`config.mk`:
```
export PLATFORM = sky130hd
export DESIGN_NAME = sma_level_detect
export DESIGN_NICKNAME = d
export VERILOG_FILES = /design/src/rtl/sma_level_detect.sv
export SDC_FILE = /design/constraint.sdc
export NUM_CORES = 1
export LEC_CHECK = 0
export CAP_MARGIN = 10
export CORE_ASPECT_RATIO = 1.2
export CORE_MARGIN = 3
export CORE_UTILIZATION = 45
export CTS_BUF_LIST = sky130_fd_sc_hd__clkbuf_4
export DETAILED_ROUTE_END_ITERATION = 6
export MAX_ROUTING_LAYER = met4
export PLACE_DENSITY_LB_ADDON = 0.15
export SLEW_MARGIN = 20
export SYNTH_ARGS = -nofsm -noshare
export SYNTH_HDL_FRONTEND = slang
export SYNTH_SLANG_ARGS = --single-unit
```
`constraint.sdc`:
```
create_clock -name clk -period 3.2 [get_ports clk]
set_input_delay 0.64 -clock clk [delete_from_list [all_inputs] [get_ports clk]]
set_output_delay 0.64 -clock clk [all_outputs]
set_load 0.02 [all_outputs]
```
`src/rtl/sma_level_detect.sv`:
```
// sma_level_detect: divide-by-4 average of a moving sum, debounced hysteresis level,
// rise/fall events with crossing value or high-period peak on a valid/ready port.
module sma_level_detect #(
   parameter int WIDTH = 16,
   parameter int HI_TH = 1000,
   parameter int LO_TH = 500,
   parameter int HOLD  = 4
) (
   input  logic                    clk,
   input  logic                    rst,
   input  logic signed [WIDTH-1:0] sum,
   output logic signed [WIDTH-1:0] avg,
   output logic                    level,
   output logic                    evt_valid,
   input  logic                    evt_ready,
   output logic                    evt_rise,
   output logic signed [WIDTH-1:0] evt_data,
   output logic                    overrun
);
   localparam logic signed [WIDTH-1:0] HI = WIDTH'(HI_TH);
   localparam logic signed [WIDTH-1:0] LO = WIDTH'(LO_TH);
   localparam logic [3:0] HOLD_C = 4'(HOLD);
   typedef enum logic [1:0] {LOW, RISE_PEND, HIGH, FALL_PEND} state_t;
   state_t state_q, state_d;
   logic [3:0] cnt_q, cnt_d;
   logic signed [WIDTH-1:0] avg_q, avg_d, peak_q, peak_d, peak_max, ev_data, evt_data_q, evt_data_d;
   logic level_q, level_d, evt_valid_q, evt_valid_d, evt_rise_q, evt_rise_d, overrun_q, overrun_d;
   logic q_hi, q_lo, cnt_done, rise_hit, fall_hit, ev_new, load;
   always_ff @(posedge clk or negedge rst)
      if (!rst) begin
         state_q     <= LOW;
         cnt_q       <= '0;
         avg_q       <= '0;
         peak_q      <= '0;
         level_q     <= 1'b0;
         evt_valid_q <= 1'b0;
         evt_rise_q  <= 1'b0;
         evt_data_q  <= '0;
         overrun_q   <= 1'b0;
      end else begin
         state_q     <= state_d;
         cnt_q       <= cnt_d;
         avg_q       <= avg_d;
         peak_q      <= peak_d;
         level_q     <= level_d;
         evt_valid_q <= evt_valid_d;
         evt_rise_q  <= evt_rise_d;
         evt_data_q  <= evt_data_d;
         overrun_q   <= overrun_d;
      end
   always_comb begin
      avg_d    = sum >>> 2;
      q_hi     = avg_q > HI;
      q_lo     = avg_q < LO;
      peak_max = (avg_q > peak_q) ? avg_q : peak_q;
      cnt_done = cnt_q + 4'd1 == HOLD_C;
      // a completed count, or the first qualifying sample when HOLD is 1
      rise_hit = q_hi && ((state_q == LOW && HOLD_C == 4'd1) || (state_q == RISE_PEND && cnt_done));
      fall_hit = q_lo && ((state_q == HIGH && HOLD_C == 4'd1) || (state_q == FALL_PEND && cnt_done));
      state_d  = state_q;
      cnt_d    = cnt_q;
      peak_d   = peak_q;
      level_d  = level_q;
      case (state_q)
         LOW: if (q_hi) begin
            state_d = RISE_PEND;
            cnt_d   = 4'd1;
         end
         RISE_PEND: if (!q_hi) begin
            state_d = LOW;
            cnt_d   = '0;
         end else cnt_d = cnt_q + 4'd1;
         HIGH: begin
            peak_d = peak_max;
            if (q_lo) begin
               state_d = FALL_PEND;
               cnt_d   = 4'd1;
            end
         end
         FALL_PEND: begin
            peak_d = peak_max;
            if (!q_lo) begin
               state_d = HIGH;
               cnt_d   = '0;
            end else cnt_d = cnt_q + 4'd1;
         end
      endcase
      if (rise_hit) begin
         state_d = HIGH;
         level_d = 1'b1;
         peak_d  = avg_q;
         cnt_d   = '0;
      end
      if (fall_hit) begin
         state_d = LOW;
         level_d = 1'b0;
         cnt_d   = '0;
      end
      ev_new  = rise_hit | fall_hit;
      ev_data = rise_hit ? avg_q : peak_max;
   end
   always_comb begin
      // a new event only displaces the held one if that one is leaving this edge
      load        = ev_new & (~evt_valid_q | evt_ready);
      evt_valid_d = ev_new | (evt_valid_q & ~evt_ready);
      evt_rise_d  = load ? rise_hit : evt_rise_q;
      evt_data_d  = load ? ev_data : evt_data_q;
      overrun_d   = overrun_q | (ev_new & evt_valid_q & ~evt_ready);
      avg         = avg_q;
      level       = level_q;
      evt_valid   = evt_valid_q;
      evt_rise    = evt_rise_q;
      evt_data    = evt_data_q;
      overrun     = overrun_q;
   end
endmodule

```
==> impl_metrics.ini, run 1 <==
[final_layout]
diodes = 0
finalNetCount = 342
area_growth_pct = 25.9
drive_above_1_share_pct = 14.1

[worst_setup_path]
reg2reg_to = peak_q[0]$_DFFE_PN0P_
ff2ff_path_depth = 8
crit_path_end_kind = flop
start_kind = flop
critical_path.max_stage_delay_ns = 0.55
crit_required_ns = 3.47
path_class = flop to flop
crit_slowest_cell = or4_1
reg2reg_from = avg[13]$_DFF_PN0_
reg2reg_slack_ns = 0.28
path_max_fanout = 13
crit_chain = ha_1 > nand4_2 > or4_1 > and3_1 > or2_1 > a21oi_4 > buf_12 > mux2_2
worstPathArrival_ns = 3.19

[sta]
timing.final.ws_setup_ns = 0.284
report.final.slew_viol_count = 0
worstMarginPinSlew_ns = 0.702
holdWs_ns = 0.0999
fin_skew_ns = 0.00586
final.min_clock_period_ns = 2.92
setup_viol = 0
period_share_pct = 91.1
hold_viol_final = 0
relSlewSlack_pct = 52.9
clock.fmax_mhz = 343
rsz0062_at_grt = no
tns_ns = 0

[synthesis]
synth_simple_gate_area_share_pct = 13.7
synth_top_area_share_pct = 50.4
ys_warn_count = 0
synth-edff-count = 0
synth_compound_area_share_pct = 11.8
synth_xor_area_share_pct = 0.315
synth_fp_nets = 282
syn-cell-area_sq_mm = 0.00278
synthDistinctLibCells = 45
yosysMostFrequentCell = dfrtp_1
synthFlopType = dfrtp_1
synthCells = 245
avgSynthCellArea_sq_um = 11.4
yosys-top-cells-area = dfrtp_1, ha_1, mux2i_1, mux2_4, a21oi_1
synthArstFlopShare_pct = 100
synth-seq-area-share_pct = 50.4
muxShareOfSynthArea_pct = 10.9
synthTopCellsByCount = dfrtp_1, a21oi_1, ha_1, nor2_1, inv_1
synth_top_area_cell = dfrtp_1
synth_fa_ha_area_share_pct = 8.10
ys_ff_latch = 56
synth_top_family_by_area = simple AND/OR/NAND/NOR gates

[routing]
wl_met1_mm = 2.47
drcViolationCount = 0
wl_per_cell_microns = 14.0
dr.first_iter.drc_count = 62
wl_met3_microns = 196
routed_wl_mm = 5.42
via_count = 2004
firstDrtPassIters = 4
met2_length_mm = 2.66
dr.max_layer_used = met4
postRouteAntennaNets = 0
via_per_inst = 5.19

[floorplanning]
core_area_sq_mm = 0.00582
die_h_microns = 92.1
pin_count = 55
dieArea_sq_mm = 0.00716
rows = 30
initial_core_util_pct = 47.8
fp.dieW_microns = 77.8

[flow_run]
maxCapViolations = 0

[clock_tree]
ctsResizeCount = 0
cts_sinks = 56
htreeDepth = 2
insertion_delay_ns = 0.37
post_cts_buffers = 0
cts_tree = done
cts-root-buf = clkbuf_4
clock_path_buffers = 2
path_clk_slew_ns = 0.15
cts-buffers-inserted = 5
hold_buffers = 0

[place]
dp_hpwl_mm = 4.18
place_ws_ns = 0.288
io_buffers = 52
gp_congestion = 0.786

[global_routing]
grt_overflow = 0
antenna_found_initial = 0
grt_first_pass_wirelength_mm = 9.54
grt_pass1_vias = 2037
grt_use_total_pct = 16.8
grt_max_degree = 25

[power_and_ir_drop]
p_leak_nw = 1.62
p_total_mw = 2.76
p_per_area_mw_per_mm2 = 787
ir_worst_vdd_mv = 0.387

[run_status]
status = complete, no violations

[hold_path]
hold_path_class = input pin to async pin
how the worst max path moves through the flow:
| stage | start | endpoint | cells after the start |
|---|---|---|---|
| 2_1_floorplan | avg[13]$_DFF_PN0_ | peak_q[3]$_DFFE_PN0P_ | 9 |
| 5_1_grt | avg[13]$_DFF_PN0_ | peak_q[1]$_DFFE_PN0P_ | 8 |
| 4_1_cts | avg[13]$_DFF_PN0_ | peak_q[2]$_DFFE_PN0P_ | 8 |
| 6_report | avg[13]$_DFF_PN0_ | peak_q[0]$_DFFE_PN0P_ | 8 |
| 3_3_place_gp | avg[13]$_DFF_PN0_ | peak_q[0]$_DFFE_PN0P_ | 8 |
| 3_5_place_dp | avg[13]$_DFF_PN0_ | peak_q[0]$_DFFE_PN0P_ | 8 |
cells in the final DEF, fill, tap and decap left out, types with 2 or more instances in the layout:
cell,synthesis,layout
inv_1,17,17
o21ai_0,10,10
mux2_2,6,6
nand2_1,11,11
a21oi_1,18,18
nor3_1,5,5
a32o_1,3,3
nor4_1,2,2
and2_1,3,3
mux2_4,7,7
nand2b_1,7,7
a21o_1,2,2
o22a_1,3,3
ha_1,18,18
clkbuf_4,0,6
and3_1,2,2
nand4_1,4,4
mux2i_1,13,13
buf_4,4,10
nor2_1,18,18
a211oi_1,2,2
a21boi_0,2,2
dfrtp_1,56,56
nand3_1,6,6
clkdlybuf4s50_1,0,51
a21o_2,2,2
stage by stage:
step           cell area (sq um)  util, %  instances
2_1_floorplan               2780        -        245
3_3_place_gp                3420     58.8        378
3_5_place_dp                3420     58.8        378
6_report                    3500     60.2        386
4_1_cts                     3500     60.2        386
5_1_grt                     3500     60.2        386
power breakdown:
| group | internal [mW] | switching (mW) |
|---|---|---|
| Sequential | 0.926 | 0.173 |
| Combinational | 0.671 | 0.602 |
| Clock | 0.173 | 0.211 |
cell families (layout without fill, tap and decap cells):
family,count (synthesis),in the layout
and+or+nand+nor,69,69
DFF,56,56
AOI/OAI and AO/OA,48,48
buffers and inverters,27,88
muxes,26,26
adders and majority gates,18,18
xor gates and xnor gates,1,1
worst max-delay path, delay by kind of cell, from the launching register on:
family | cells | cell delay [ns]
AOI/OAI and AO/OA | 1 | 0.21
DFF | 1 | 0.46
muxes | 1 | 0.34
buffers and inverters | 1 | 0.16
and+or+nand+nor | 4 | 1.28
adders and majority gates | 1 | 0.36
state kept, by name (all words and copies together), names as in the netlist:
| signal | count |
|---|---|
| cnt_q | 4 |
| overrun | 1 |
| evt_rise | 1 |
| peak_q | 16 |
| level | 1 |
| evt_valid | 1 |
| avg | 14 |
| evt_data | 16 |
| state_q | 2 |
per-layer routing:
metal / vias up / GRT usage, %
met5: - / -
met4: 0 / 5.19
met3: 9 / 2.85
met2: 46 / 27.4
met1: 964 / 21.5
li1: 985 / -
cell type report:
| cell class | count | area (sq um) |
|---|---|---|
| clock buffers | 6 | 45.0 |
| clock inverters | 2 | 35.0 |
| fillers | 504 | 2320 |
| inverters | 17 | 63.8 |
| multi-input cells | 162 | 1240 |
| flip-flops and latches | 56 | 1400 |
| well taps | 80 | 100 |
| repair buffers | 63 | 611 |
(Power assumes the default switching activity.)
==> run 2: changes to the inputs <==
GPL_TIMING_DRIVEN = 0   (was unset)
==> impl_metrics.ini, run 2 (synthesis results as in run 1) <==
[routing]
dr.first_iter.drc_count = 73
wl_per_cell_microns = 14.1
drcViolationCount = 0
via_count = 1977
firstDrtPassIters = 4
routed_wl_mm = 5.42
postRouteAntennaNets = 0
via_per_inst = 5.14

[clock_tree]
post_cts_buffers = 0
cts-buffers-inserted = 5
htreeDepth = 2
cts-root-buf = clkbuf_4
clock_path_buffers = 2
hold_buffers = 0
cts_sinks = 56
cts_tree = done
path_clk_slew_ns = 0.16
insertion_delay_ns = 0.39
ctsResizeCount = 0

[sta]
relSlewSlack_pct = 52.4
timing.final.ws_setup_ns = 0.217
report.final.slew_viol_count = 0
clock.fmax_mhz = 335
setup_viol = 0
worstMarginPinSlew_ns = 0.710
rsz0062_at_grt = no
hold_viol_final = 0
period_share_pct = 93.2
fin_skew_ns = 0.0107
final.min_clock_period_ns = 2.98

[global_routing]
grt_first_pass_wirelength_mm = 9.38
grtUsageMet3_pct = 3.83
grt_pass1_vias = 2014
grt_use_total_pct = 17.0
grt_max_degree = 57
met1_usage_pct = 20.8
antenna_found_initial = 0
grtUsageMet2_pct = 28.0
grt_overflow = 0
busiest_layer = met2

[place]
io_buffers = 52
dp_hpwl_mm = 3.98
placed_area_sq_mm = 0.00340
place_ws_ns = 0.135
gp_congestion = 0.760

[worst_setup_path]
worstPathArrival_ns = 3.27
path_class = flop to flop
path_max_fanout = 13
start_kind = flop
crit_path_end_kind = flop
crit_required_ns = 3.49

[power_and_ir_drop]
p_switching_mw = 0.992
p_per_area_mw_per_mm2 = 776
p_leak_nw = 1.59
switching_share_pct = 37.0
pwr-share-clk_pct = 11.9
comb_power_share_pct = 47.7
ir_worst_vdd_mv = 0.425
p_int_mw = 1.69
seqPwrFrac_pct = 40.4

[floorplanning]
rows = 30
dieArea_sq_mm = 0.00716
fp.dieW_microns = 77.8
core_area_sq_mm = 0.00582
die_h_microns = 92.1
pin_count = 55
initial_core_util_pct = 47.8

[final_layout]
final_common_cell = dfrtp_1
final_cell_mix = dfrtp_1, clkdlybuf4s50_1, nor2_1, a21oi_1, ha_1
diodes = 0
finalNetCount = 341
final_area_sq_mm = 0.00346
area_growth_pct = 24.5
drive_above_1_share_pct = 12.8

[run_status]
status = complete, no violations

[flow_run]
maxCapViolations = 0

[hold_path]
hold_path_class = input pin to async pin
-- run 2: power groups by stage --
stage / Sequential [mW] / Clock (mW) / Combinational (mW)
2_1_floorplan: 1.21 / 0 / 0.764
3_3_place_gp: 1.10 / 0 / 1.28
3_5_place_dp: 1.10 / 0 / 1.29
4_1_cts: 1.08 / 0.331 / 1.30
5_1_grt: 1.12 / 0.365 / 1.41
6_report: 1.08 / 0.319 / 1.28
-- run 2: layer usage --
layer	wire (microns)	part of all wire, %
met5	0	0
met4	70	1.3
met3	199	3.7
met2	2640	49
met1	2500	46
-- run 2: worst max-delay path, stage by stage (launching register included) --
cell,delay (ns)
dfrtp_2,0.53
ha_1,0.36
nand4_2,0.14
or4_1,0.55
and3_1,0.23
or2_1,0.25
buf_6,0.14
a21oi_4,0.21
buf_8,0.19
mux2_4,0.31
-- run 2: through the flow --
stage / instances / setup TNS, ns / util, % / total power [mW] / hold WS, ns
after floorplan: 245 / 0 / - / 1.97 / 0.344
after global routing: 385 / 0 / 59.5 / 2.89 / 0.294
after global placement: 377 / -16.23 / 58.5 / 2.37 / 0.468
after detailed placement: 377 / 0 / 58.4 / 2.40 / 0.465
after CTS: 385 / 0 / 59.5 / 2.72 / 0.309
final: 385 / 0 / 59.5 / 2.69 / 0.278
-- run 2: final cells by class --
type / count / area (sq um)
plain buffers: 10 / 71.3
clock buffers: 6 / 45.0
clock inverters: 2 / 16.3
fillers: 487 / 2360
inverters: 17 / 63.8
multi-input cells: 162 / 1240
flip-flops and latches: 56 / 1400
well taps: 80 / 100
repair buffers: 52 / 518
-- run 2: final timing paths --
check / slack [ns] / cells after the start / to / startpoint
max: 0.22 / 9 / peak_q[6]$_DFFE_PN0P_ / avg[13]$_DFF_PN0_
min: 0.28 / 1 / evt_data[0]$_DFFE_PN0P_ / rst
max reg2reg: 0.22 / 9 / peak_q[6]$_DFFE_PN0P_ / avg[13]$_DFF_PN0_
min reg2reg: 0.50 / 1 / overrun$_DFF_PN0_ / overrun$_DFF_PN0_
max in group asynchronous: 2.45 / 1 / avg[13]$_DFF_PN0_ / rst
min in group clk: 0.50 / 1 / overrun$_DFF_PN0_ / overrun$_DFF_PN0_
==> run 3: changes to the inputs <==
PLACE_DENSITY = 0.82   (was unset)
PLACE_DENSITY_LB_ADDON = unset   (was 0.15)
==> impl_metrics.ini, run 3 (synthesis results as in run 1) <==
[global_routing]
grt_overflow = 0
grt_use_total_pct = 16.9
grt_max_degree = 57
antenna_found_initial = 0
grt_pass1_vias = 2073
grt_first_pass_wirelength_mm = 9.56

[sta]
fin_skew_ns = 0.0134
report.final.slew_viol_count = 0
setup_viol = 0
relSlewSlack_pct = 52.7
rsz0062_at_grt = no
clock.fmax_mhz = 329
timing.final.ws_setup_ns = 0.162
period_share_pct = 95.0
final.min_clock_period_ns = 3.04
worstMarginPinSlew_ns = 0.705
hold_viol_final = 0

[floorplanning]
rows = 30
core_area_sq_mm = 0.00582
die_h_microns = 92.1
initial_core_util_pct = 47.8
fp.dieW_microns = 77.8
dieArea_sq_mm = 0.00716
pin_count = 55

[clock_tree]
cts-root-buf = clkbuf_4
hold_buffers = 0
path_clk_slew_ns = 0.15
insertion_delay_ns = 0.38
clock_path_buffers = 2
ctsResizeCount = 0
htreeDepth = 2
post_cts_buffers = 0
cts-buffers-inserted = 5
cts_tree = done
cts_sinks = 56

[flow_run]
maxCapViolations = 0

[worst_setup_path]
ff2ff_path_depth = 9
crit_slowest_cell = or4_1
crit_path_end_kind = flop
start_kind = flop
worstPathArrival_ns = 3.31
critical_path.max_stage_delay_ns = 0.55
path_class = flop to flop
crit_chain = ha_1 > nand4_2 > or4_1 > and3_1 > or2_1 > buf_6 > a21oi_4 > buf_8 > mux2_4
crit_required_ns = 3.47
path_max_fanout = 13

[place]
io_buffers = 52
dp_cells = 377
place_ws_ns = 0.106
dp_hpwl_mm = 4.09
gp_congestion = 0.872

[final_layout]
drive_above_1_share_pct = 11.8
n_fill_cell = 484
area_growth_pct = 23.9
final_cell_mix = dfrtp_1, clkdlybuf4s50_1, nor2_1, a21oi_1, ha_1
final_common_cell = dfrtp_1
finalNetCount = 341
instances_no_fill = 384
diodes = 0

[hold_path]
hold_path_class = input pin to async pin

[routing]
firstDrtPassIters = 6
via_count = 2002
postRouteAntennaNets = 0
via_per_inst = 5.21
dr.first_iter.drc_count = 81
wl_per_cell_microns = 14.4
routed_wl_mm = 5.54
drcViolationCount = 0

[power_and_ir_drop]
ir_worst_vdd_mv = 0.390
p_per_area_mw_per_mm2 = 774
p_leak_nw = 1.58

[run_status]
status = complete, no violations
==> run 3: metal layers <==
layer / routed length, microns / GRT usage [%] / vias to the layer above
met5: 0 / - / -
met4: 50 / 4.15 / 0
met3: 202 / 3.44 / 6
met2: 2780 / 28.4 / 41
met1: 2510 / 20.9 / 969
li1: - / - / 986
==> run 3: final cells by class <==
| class | instances | area [sq um] | area share, % |
|---|---|---|---|
| Clock buffer | 5 | 37.5 | 1.09 |
| Sequential cell | 56 | 1400 | 40.7 |
| Buffer | 10 | 71.3 | 2.07 |
| Tap cell | 80 | 100 | 2.90 |
| Timing Repair Buffer | 52 | 518 | 15.0 |
| Inverter | 17 | 63.8 | 1.85 |
| Clock inverter | 2 | 7.51 | 0.218 |
| Multi-Input combinational cell | 162 | 1240 | 36.1 |
==> run 3: final timing paths <==
check	startpoint	end	slack (ns)
setup reg to reg	avg[13]$_DFF_PN0_	peak_q[9]$_DFFE_PN0P_	0.16
hold reg to reg	overrun$_DFF_PN0_	overrun$_DFF_PN0_	0.50
min in group clk	overrun$_DFF_PN0_	overrun$_DFF_PN0_	0.50
max in group asynchronous	rst	evt_data[11]$_DFFE_PN0P_	2.44
setup / recovery	avg[13]$_DFF_PN0_	peak_q[9]$_DFFE_PN0P_	0.16
hold / removal	rst	cnt_q[1]$_DFFE_PN0P_	0.28
==> run 3: worst max-delay path, delay by kind of cell, from the launching register on <==
family / cells / cell delay, ns
AO/OA/AOI/OAI: 1 / 0.22
AND/OR/NAND/NOR: 4 / 1.17
buffers and inverters: 2 / 0.33
multiplexers: 1 / 0.30
adder cells (fa/ha/maj): 1 / 0.37
flip-flops: 1 / 0.53
==> run 3: per-stage QoR <==
| stage | cell area, sq um | util (%) | TNS, ns | hold WS, ns | power (mW) |
|---|---|---|---|---|---|
| floorplan | 2780 | - | 0 | 0.344 | 1.97 |
| global placement | 3400 | 58.5 | -9.87 | 0.462 | 2.36 |
| detailed placement | 3400 | 58.4 | 0 | 0.473 | 2.41 |
| CTS | 3440 | 59.2 | 0 | 0.313 | 2.69 |
| global route | 3450 | 59.2 | 0 | 0.322 | 2.87 |
| finish | 3450 | 59.2 | 0 | 0.280 | 2.67 |
==> run 3: power by group <==
part,internal [mW],switching (mW)
Combinational,0.671,0.622
Clock,0.0774,0.204
Sequential,0.926,0.165
Total,1.68,0.990
